<file path="config.mk">
export PLATFORM = sky130hd
export DESIGN_NAME = axi_write_master
export DESIGN_NICKNAME = d
export VERILOG_FILES = /design/src/rtl/axi_write_master.sv
export SDC_FILE = /design/constraint.sdc
export NUM_CORES = 1
export LEC_CHECK = 0
export ABC_AREA = 1
export CORE_ASPECT_RATIO = 0.7
export CORE_MARGIN = 4
export CORE_UTILIZATION = 50
export DETAILED_ROUTE_END_ITERATION = 8
export DONT_BUFFER_PORTS = 1
export SLEW_MARGIN = 20
export SYNTH_ARGS = -nofsm -noshare
export SYNTH_HDL_FRONTEND = slang
export SYNTH_SLANG_ARGS = --single-unit
</file>
<file path="constraint.sdc">
create_clock -name aclk -period 2.4 [get_ports aclk]
set_input_delay 0.24 -clock aclk [delete_from_list [all_inputs] [get_ports aclk]]
set_output_delay 0.24 -clock aclk [all_outputs]
set_load 0.02 [all_outputs]
</file>
<file path="src/rtl/axi_write_master.sv">
// Command-driven AXI3 write master: one burst in flight, AW then W (generated wlast) then B,
// with one completion record per command including illegal-command and response-timeout outcomes.
module axi_write_master #(
  parameter int ADDR_W  = 32,
  parameter int DATA_W  = 32,
  parameter int ID_W    = 4,
  parameter int TIMEOUT = 1024
) (
  input  logic              aclk,
  input  logic              areset,
  // command
  input  logic              cmd_valid,
  output logic              cmd_ready,
  input  logic [ADDR_W-1:0] cmd_addr,
  input  logic [3:0]        cmd_len,
  input  logic [1:0]        cmd_burst,
  input  logic [ID_W-1:0]   cmd_id,
  // beat source
  input  logic              s_valid,
  output logic              s_ready,
  input  logic [DATA_W-1:0] s_data,
  input  logic [3:0]        s_strb,
  // AW
  output logic              awvalid,
  input  logic              awready,
  output logic [ADDR_W-1:0] awaddr,
  output logic [ID_W-1:0]   awid,
  output logic [3:0]        awlen,
  output logic [1:0]        awburst,
  output logic [2:0]        awsize,
  output logic [1:0]        awlock,
  output logic [1:0]        awcache,
  output logic [1:0]        awprot,
  // W
  output logic              wvalid,
  input  logic              wready,
  output logic [DATA_W-1:0] wdata,
  output logic [3:0]        wstrb,
  output logic              wlast,
  // B
  input  logic              bvalid,
  output logic              bready,
  input  logic [ID_W-1:0]   bid,
  input  logic [1:0]        bresp,
  // completion
  output logic              done_valid,
  output logic [1:0]        done_status,
  output logic [1:0]        done_bresp
);

  localparam int              TO_W    = $clog2(TIMEOUT) + 1;
  localparam logic [TO_W-1:0] TO_LAST = TO_W'(TIMEOUT - 1);

  typedef enum logic [1:0] {IDLE, ADDR, DATA, RESP} state_t;

  state_t          state;
  logic [3:0]      beat;
  logic [TO_W-1:0] tmo_cnt;

  logic            cmd_fire;
  logic            cmd_legal;
  logic            w_fire;
  logic [13:0]     incr_end;

  assign awsize  = 3'b010;
  assign awlock  = 2'b00;
  assign awcache = 2'b00;
  assign awprot  = 2'b00;

  assign cmd_ready = (state == IDLE) && !areset;
  assign cmd_fire  = cmd_valid && cmd_ready;

  // Byte offset one past the last beat within the 4KB page; a value above 4096 crosses it.
  assign incr_end = {2'b00, cmd_addr[11:0]} + {6'd0, {2'b00, cmd_len} + 6'd1, 2'b00};

  // NOTE: give every always_comb output a default first so no path leaves it unassigned
  // (which would infer a latch).
  always_comb begin
    cmd_legal = 1'b1;
    case (cmd_burst)
      2'b01:   cmd_legal = (incr_end <= 14'd4096);
      2'b10:   cmd_legal = (cmd_len == 4'd1) || (cmd_len == 4'd3) ||
                           (cmd_len == 4'd7) || (cmd_len == 4'd15);
      2'b11:   cmd_legal = 1'b0;
      default: cmd_legal = 1'b1;
    endcase
  end

  // W channel is a straight passthrough of the beat source while in DATA.
  assign wvalid  = (state == DATA) && s_valid;
  assign s_ready = (state == DATA) && wready;
  assign wdata   = (state == DATA) ? s_data : '0;
  assign wstrb   = (state == DATA) ? s_strb : '0;
  assign wlast   = (state == DATA) && (beat == awlen);
  assign w_fire  = wvalid && wready;

  // NOTE: sequential state uses non-blocking assignments only, so every register samples
  // pre-edge values regardless of statement order.
  always_ff @(posedge aclk) begin
    if (areset) begin
      state       <= IDLE;
      awvalid     <= 1'b0;
      bready      <= 1'b0;
      done_valid  <= 1'b0;
      done_status <= 2'b00;
      done_bresp  <= 2'b00;
      awaddr      <= '0;
      awid        <= '0;
      awlen       <= '0;
      awburst     <= '0;
      beat        <= '0;
      tmo_cnt     <= '0;
    end else begin
      done_valid <= 1'b0;
      case (state)
        IDLE: begin
          if (cmd_fire) begin
            awaddr  <= cmd_addr;
            awid    <= cmd_id;
            awlen   <= cmd_len;
            awburst <= cmd_burst;
            if (cmd_legal) begin
              awvalid <= 1'b1;
              state   <= ADDR;
            end else begin
              done_valid  <= 1'b1;
              done_status <= 2'b10;
              done_bresp  <= 2'b00;
            end
          end
        end
        ADDR: begin
          if (awready) begin
            awvalid <= 1'b0;
            beat    <= '0;
            state   <= DATA;
          end
        end
        DATA: begin
          if (w_fire) begin
            if (wlast) begin
              bready  <= 1'b1;
              tmo_cnt <= '0;
              state   <= RESP;
            end else begin
              beat <= beat + 4'd1;
            end
          end
        end
        RESP: begin
          if (bvalid) begin
            bready      <= 1'b0;
            done_valid  <= 1'b1;
            done_bresp  <= bresp;
            done_status <= (bresp[1] || (bid != awid)) ? 2'b01 : 2'b00;
            state       <= IDLE;
          end else if (tmo_cnt == TO_LAST) begin
            bready      <= 1'b0;
            done_valid  <= 1'b1;
            done_bresp  <= 2'b00;
            done_status <= 2'b11;
            state       <= IDLE;
          end else begin
            tmo_cnt <= tmo_cnt + 1'b1;
          end
        end
      endcase
    end
  end

endmodule
</file>
==> reports/qor.txt, run 1 <==
Outcome - complete, no violations
Critical Path AT - 1.89 ns
Finished layout cell area - 4040 µm²
Fin Clk Skew - 0.00759 ns
Die Y - 78.8 µm
Final min period - 2.13 ns
CTS Sinks - 66
Nets - 655
Register area share after synthesis - 0.369
Max cap viols - 0
Mapped Cells - 530
Total gr overflow - 0
Pwr per Cell Area - 868 nW/µm²
Placed cell area - 3650 µm²
IO Port Bufs - 0
Static Leak - 2.10 nW
Total track usage - 0.222
Critical setup path kind - flip-flop to output pin
Required @ worst endpoint - 2.16 ns
RSZ-0062 raised after global routing - no
Final setup viols - 0
Final Cycle Share - 0.885
#FFs+latches synth - 66
Top FF cell, synth - dfxtp_1
Fraction of final layout cells sized beyond drive strength 1 - 0.0919
Root buffer cell - clkbuf_8
Starting density of the core - 0.522
Number of flops mapped to enable cells by yosys - 0
Antenna Violating Nets Remaining - 0
DRT Pass-1 Iters - 4
Setup slack at placement - 0.109 ns
Max Buffers Root-to-Sink - 2
Post-synth ARST share - 0
Critical Path Start Type - flip-flop
First-pass GRT wire length - 15.0 mm
WL final - 9.49 mm
Initial antenna violation count - 0
GPL Wtd Cong - 0.895
Vias after detailed routing - 3220
Worst Max-Slew Pin Slew - 0.582 ns
Residual DRC count - 0
Num CTS Buffers - 9
CP Capture Type - output pin
Relative slew slack - 0.611
Layout Utilization - 0.589
Core Rows - 25
Pins Over Slew Limit - 0
VDD IR-drop max - 0.000486 V
Synth Cell Area - 3580 µm²
Cells along the critical path - inv_1 -> ha_1 -> buf_4 -> inv_1 -> or2_2 -> inv_1
Synth warn - 0
Core area - 6850 µm²
Achievable frequency - 471 MHz
Slowest CP cell - dfxtp_1
I/O pin cnt - 189
H-Tree Depth - 3
Max incr delay on CP - 0.33 ns
Mean area per synthesized cell - 6.75 µm²
Die ar. - 8590 µm²
Number of different library cells in the post-synthesis netlist - 40
Largest net degree at the start of global routing - 52
CP dominant cell by count - inv_1
Total power - 0.00350 W
Vias per cell - 4.96
Worst-path fanout max - 13
CTS tree - done
Setup WS post-layout - 0.275 ns
WL per Instance - 14.6 µm
Worst-skew pair later-pin latency - 0.34 ns
Antenna fix cells - 0
Number of global-route vias before repair - 3056
Post-DP HPWL - 7.38 mm
Worst-path clk slew - 0.07 ns
Area Overhead vs Synth - 12.9%
Final hold vios - 0
# fillers - 662
Die W - 109 µm
Hold WC Path Type - input port to flip-flop
Setup TNS Final - 0 ns
Initial drt markers - 168
## report_power, final
group,switching [W],internal [W]
registers,0.000332,0.00128
logic,0.000712,0.000332
clock network,0.000440,0.000404
total,0.00148,0.00202
## worst max-delay path: cells and delay by family (launching register included)
family	cells	cell delay [ns]
buf+inv	4	0.59
flops	1	0.33
simple gates	1	0.33
fa+ha+maj	1	0.30
## per-layer routing
layer	share of wire	wire [µm]	GRT usage
met5	0	0	0
met4	0.0063	60	0.0656
met3	0.12	1110	0.0910
met2	0.44	4210	0.340
met1	0.43	4100	0.287
## placed cells by master, fill, tap and decap left out, types with 2 or more instances in the layout
cell type	instances
a211oi_1	3
a21oi_1	23
a31oi_1	2
buf_4	8
clkbuf_8	10
clkinv_2	3
clkinv_4	2
conb_1	9
dfxtp_1	66
dlygate4sd3_1	21
ha_1	13
inv_1	79
inv_2	4
nand2_1	161
nand2_2	5
nand3_1	57
nand3_2	3
nand3b_1	2
nand4_1	2
nor2_1	27
nor2_4	2
nor3_1	8
nor3_2	2
nor3b_2	2
o21ai_0	14
o21ai_1	2
o21ai_2	3
xnor2_1	6
xor2_1	3
## cell usage after synthesis, types with 3 or more instances
| master | n | area share |
|---|---|---|
| nor3_1 | 8 | 0.011 |
| xor2_1 | 3 | 0.0073 |
| nand2_2 | 5 | 0.0087 |
| inv_1 | 79 | 0.083 |
| o21ai_0 | 14 | 0.020 |
| nor2_1 | 27 | 0.028 |
| clkbuf_1 | 13 | 0.014 |
| a211oi_1 | 3 | 0.0063 |
| dfxtp_1 | 66 | 0.37 |
| nand2_1 | 161 | 0.17 |
| ha_1 | 13 | 0.045 |
| inv_2 | 4 | 0.0042 |
| xnor2_1 | 6 | 0.015 |
| buf_4 | 10 | 0.021 |
| nand3_2 | 3 | 0.0084 |
| a21oi_1 | 23 | 0.032 |
| nand3_1 | 57 | 0.080 |
| o21ai_2 | 3 | 0.0073 |
## stage by stage
| stage | hold slack, ns | cells |
|---|---|---|
| after floorplan | 0.309 | 537 |
| after global placement | 0.313 | 612 |
| after detailed placement | 0.315 | 612 |
| after CTS | 0.000196 | 647 |
| after global routing | 0.00299 | 649 |
| final | 0.0134 | 649 |
## kinds of logic after synthesis
group | count (synthesis) | share of synthesized area
adders and majority gates | 14 | 0.0511
other | 2 | 0.00210
AOI/OAI and AO/OA | 52 | 0.0836
and+or+nand+nor | 276 | 0.342
DFF | 66 | 0.369
xor gates and xnor gates | 9 | 0.0220
buffers and inverters | 111 | 0.130
## area by class of cell
class / count / area (µm²) / area share
Clock buffer: 10 / 138 / 0.0341
Multi-Input combinational cell: 360 / 1820 / 0.450
Timing Repair Buffer: 30 / 290 / 0.0719
Clock inverter: 6 / 41.3 / 0.0102
Tap cell: 94 / 118 / 0.0291
Inverter: 83 / 312 / 0.0772
Sequential cell: 66 / 1320 / 0.327
## worst paths after layout
kind	start	end	slack [ns]	depth (start not counted)
worst max register to register	state[0]$_SDFFE_PP0P_	tmo_cnt[8]$_SDFFE_PP0P_	0.33	11
worst min-delay path	cmd_addr[27]	awaddr[27]$_SDFFE_PP0P_	0.01	2
worst min register to register	tmo_cnt[8]$_SDFFE_PP0P_	tmo_cnt[8]$_SDFFE_PP0P_	0.50	1
worst max-delay path	state[0]$_SDFFE_PP0P_	wlast	0.27	6
## state kept, by name (all words and copies together) (netlist names)
signal and count:
awid 4, state 2, awaddr 32, bready 1, done_valid 1, tmo_cnt 11, done_bresp 2, done_status 2
awburst 2, awvalid 1, awlen 4, beat 4
## timing repair
item,4_1_cts,5_1_grt
buffers inserted,0,0
hold buffers,19,2
hold endpoints to repair,23,2
gates resized for setup,0,0
Note: power is estimated with default switching activity, not from simulation.
==> run 2, diff against run 1 <==
- PLACE_DENSITY: unset -> 0.64
==> run 2 against run 1 <==
Combinational power barely moved. Register-to-register slack got worse by 0.07 ns. Critical endpoint unchanged. Highest routed layer unchanged. Critical path type unchanged. Die area did not move. Global-route usage fell by 0.49 points. Routed wire length rose by 1.1%. Worst hold slack improved by 0.011 ns. Cell area rose by 3.8%.
==> reports/qor.txt, run 2 (same netlist as run 1, synthesis figures left out) <==
Outcome - complete, no violations
Initial drt markers - 144
Critical Path Start Type - flip-flop
Hold WC Path Type - input port to flip-flop
Fraction of final layout cells sized beyond drive strength 1 - 0.0885
CTS Sinks - 66
Highest Signal Layer - met4
WL per Instance - 14.5 µm
Worst Max-Slew Pin Slew - 0.527 ns
Post-CTS sizing - 0
Worst-skew pair later-pin latency - 0.35 ns
WL final - 9.59 mm
Core Rows - 25
Most common cell after layout, fill and taps aside - nand2_1
Residual DRC count - 0
Relative slew slack - 0.648
Top reg by flops - awaddr
Vias per cell - 5.05
Most frequent cells in the layout - 161 x nand2_1, 79 x inv_1, 66 x dfxtp_1
Wl on met1 - 4.16 mm
Critical Path AT - 1.94 ns
Final min period - 2.18 ns
Slowest CP cell - ha_1
Antenna fix cells - 0
Die ar. - 8590 µm²
Max cap viols - 0
Num CTS Buffers - 9
RSZ-0062 raised after global routing - no
Area Overhead vs Synth - 17.2%
Max Buffers Root-to-Sink - 2
Setup WS post-layout - 0.219 ns
Pins Over Slew Limit - 0
Total track usage - 0.217
Worst-path clk slew - 0.08 ns
Metal3 WL - 906 µm
Pwr per Cell Area - 895 nW/µm²
CP dominant cell by count - inv_1
Total gr overflow - 0
Final Cycle Share - 0.909
Routed wl met2 - 4.42 mm
First-pass GRT wire length - 14.6 mm
CTS tree - done
Critical setup path kind - flip-flop to output pin
Fin Clk Skew - 0.0102 ns
Achievable frequency - 459 MHz
Largest net degree at the start of global routing - 52
Static Leak - 2.16 nW
Max incr delay on CP - 0.38 ns
CP Capture Type - output pin
Final setup viols - 0
Setup TNS Final - 0 ns
Nets - 665
Initial antenna violation count - 0
Root buffer cell - clkbuf_8
Starting density of the core - 0.522
I/O pin cnt - 189
Final hold vios - 0
Biggest regs - awaddr: 32 flops, tmo_cnt: 11 flops
Number of global-route vias before repair - 3054
Core area - 6850 µm²
Setup slack at placement - 0.0941 ns
Antenna Violating Nets Remaining - 0
Die W - 109 µm
Required @ worst endpoint - 2.16 ns
GPL Wtd Cong - 0.923
Post-DP HPWL - 7.14 mm
Worst-path fanout max - 12
IO Port Bufs - 0
Die Y - 78.8 µm
VDD IR-drop max - 0.000655 V
Max reg flops - 32
H-Tree Depth - 3
Vias after detailed routing - 3331
Cells along the critical path - inv_1 -> ha_1 -> buf_4 -> inv_1 -> or2_2 -> inv_1
DRT Pass-1 Iters - 4
==> run 2: metal layers <==
layer,GRT usage,up-vias
li1,-,1700
met1,0.271,1496
met2,0.343,127
met3,0.0820,8
met4,0.0782,0
met5,0,-
==> run 2: stage by stage <==
| step | power, W | cells | instance area [µm²] | hold slack, ns | util |
|---|---|---|---|---|---|
| 2_1_floorplan | 0.00242 | 537 | 3600 | 0.309 | - |
| 3_3_place_gp | 0.00261 | 611 | 3640 | 0.312 | 0.532 |
| 3_5_place_dp | 0.00264 | 611 | 3640 | 0.312 | 0.532 |
| 4_1_cts | 0.00378 | 659 | 4190 | 0.00284 | 0.612 |
| 5_1_grt | 0.00398 | 659 | 4190 | 0.00605 | 0.612 |
| 6_report | 0.00375 | 659 | 4190 | 0.0242 | 0.612 |
==> run 2: worst paths after layout <==
kind	from	end	slack [ns]	depth (start not counted)
worst min-delay path	cmd_id[3]	awid[3]$_SDFFE_PP0P_	0.02	2
worst max register to register	state[0]$_SDFFE_PP0P_	tmo_cnt[8]$_SDFFE_PP0P_	0.26	11
worst max-delay path	state[0]$_SDFFE_PP0P_	wlast	0.22	6
worst min register to register	tmo_cnt[0]$_SDFFE_PP0P_	tmo_cnt[0]$_SDFFE_PP0P_	0.51	2
==> run 2: area by class of cell <==
cell class / count / area, µm²
clock inverter: 7 / 106
tap: 94 / 118
fill: 636 / 2660
inverter: 83 / 312
sequential: 66 / 1320
timing repair buffer: 40 / 393
clock buffer: 9 / 124
multi-input combinational: 360 / 1820
==> run 2: what timing repair did <==
| item | CTS | global route |
|---|---|---|
| setup buffers | 0 | 0 |
| hold buffers | 32 | 0 |
| endpoints found under the hold margin | 36 | 0 |
==> run 2: worst max-delay path: cells and delay by family, from the launching register on <==
kind,cells,cell delay (ns)
simple gates,1,0.32
buf+inv,4,0.56
flops,1,0.34
fa+ha+maj,1,0.38
==> run 2: power by group <==
group | leakage [nW] | switching, W | total [W] | internal (W)
combinational | 1.51 | 0.000700 | 0.00104 | 0.000337
sequential | 0.541 | 0.000341 | 0.00162 | 0.00128
clock | 0.117 | 0.000485 | 0.00109 | 0.000605
total | 2.16 | 0.00153 | 0.00375 | 0.00222
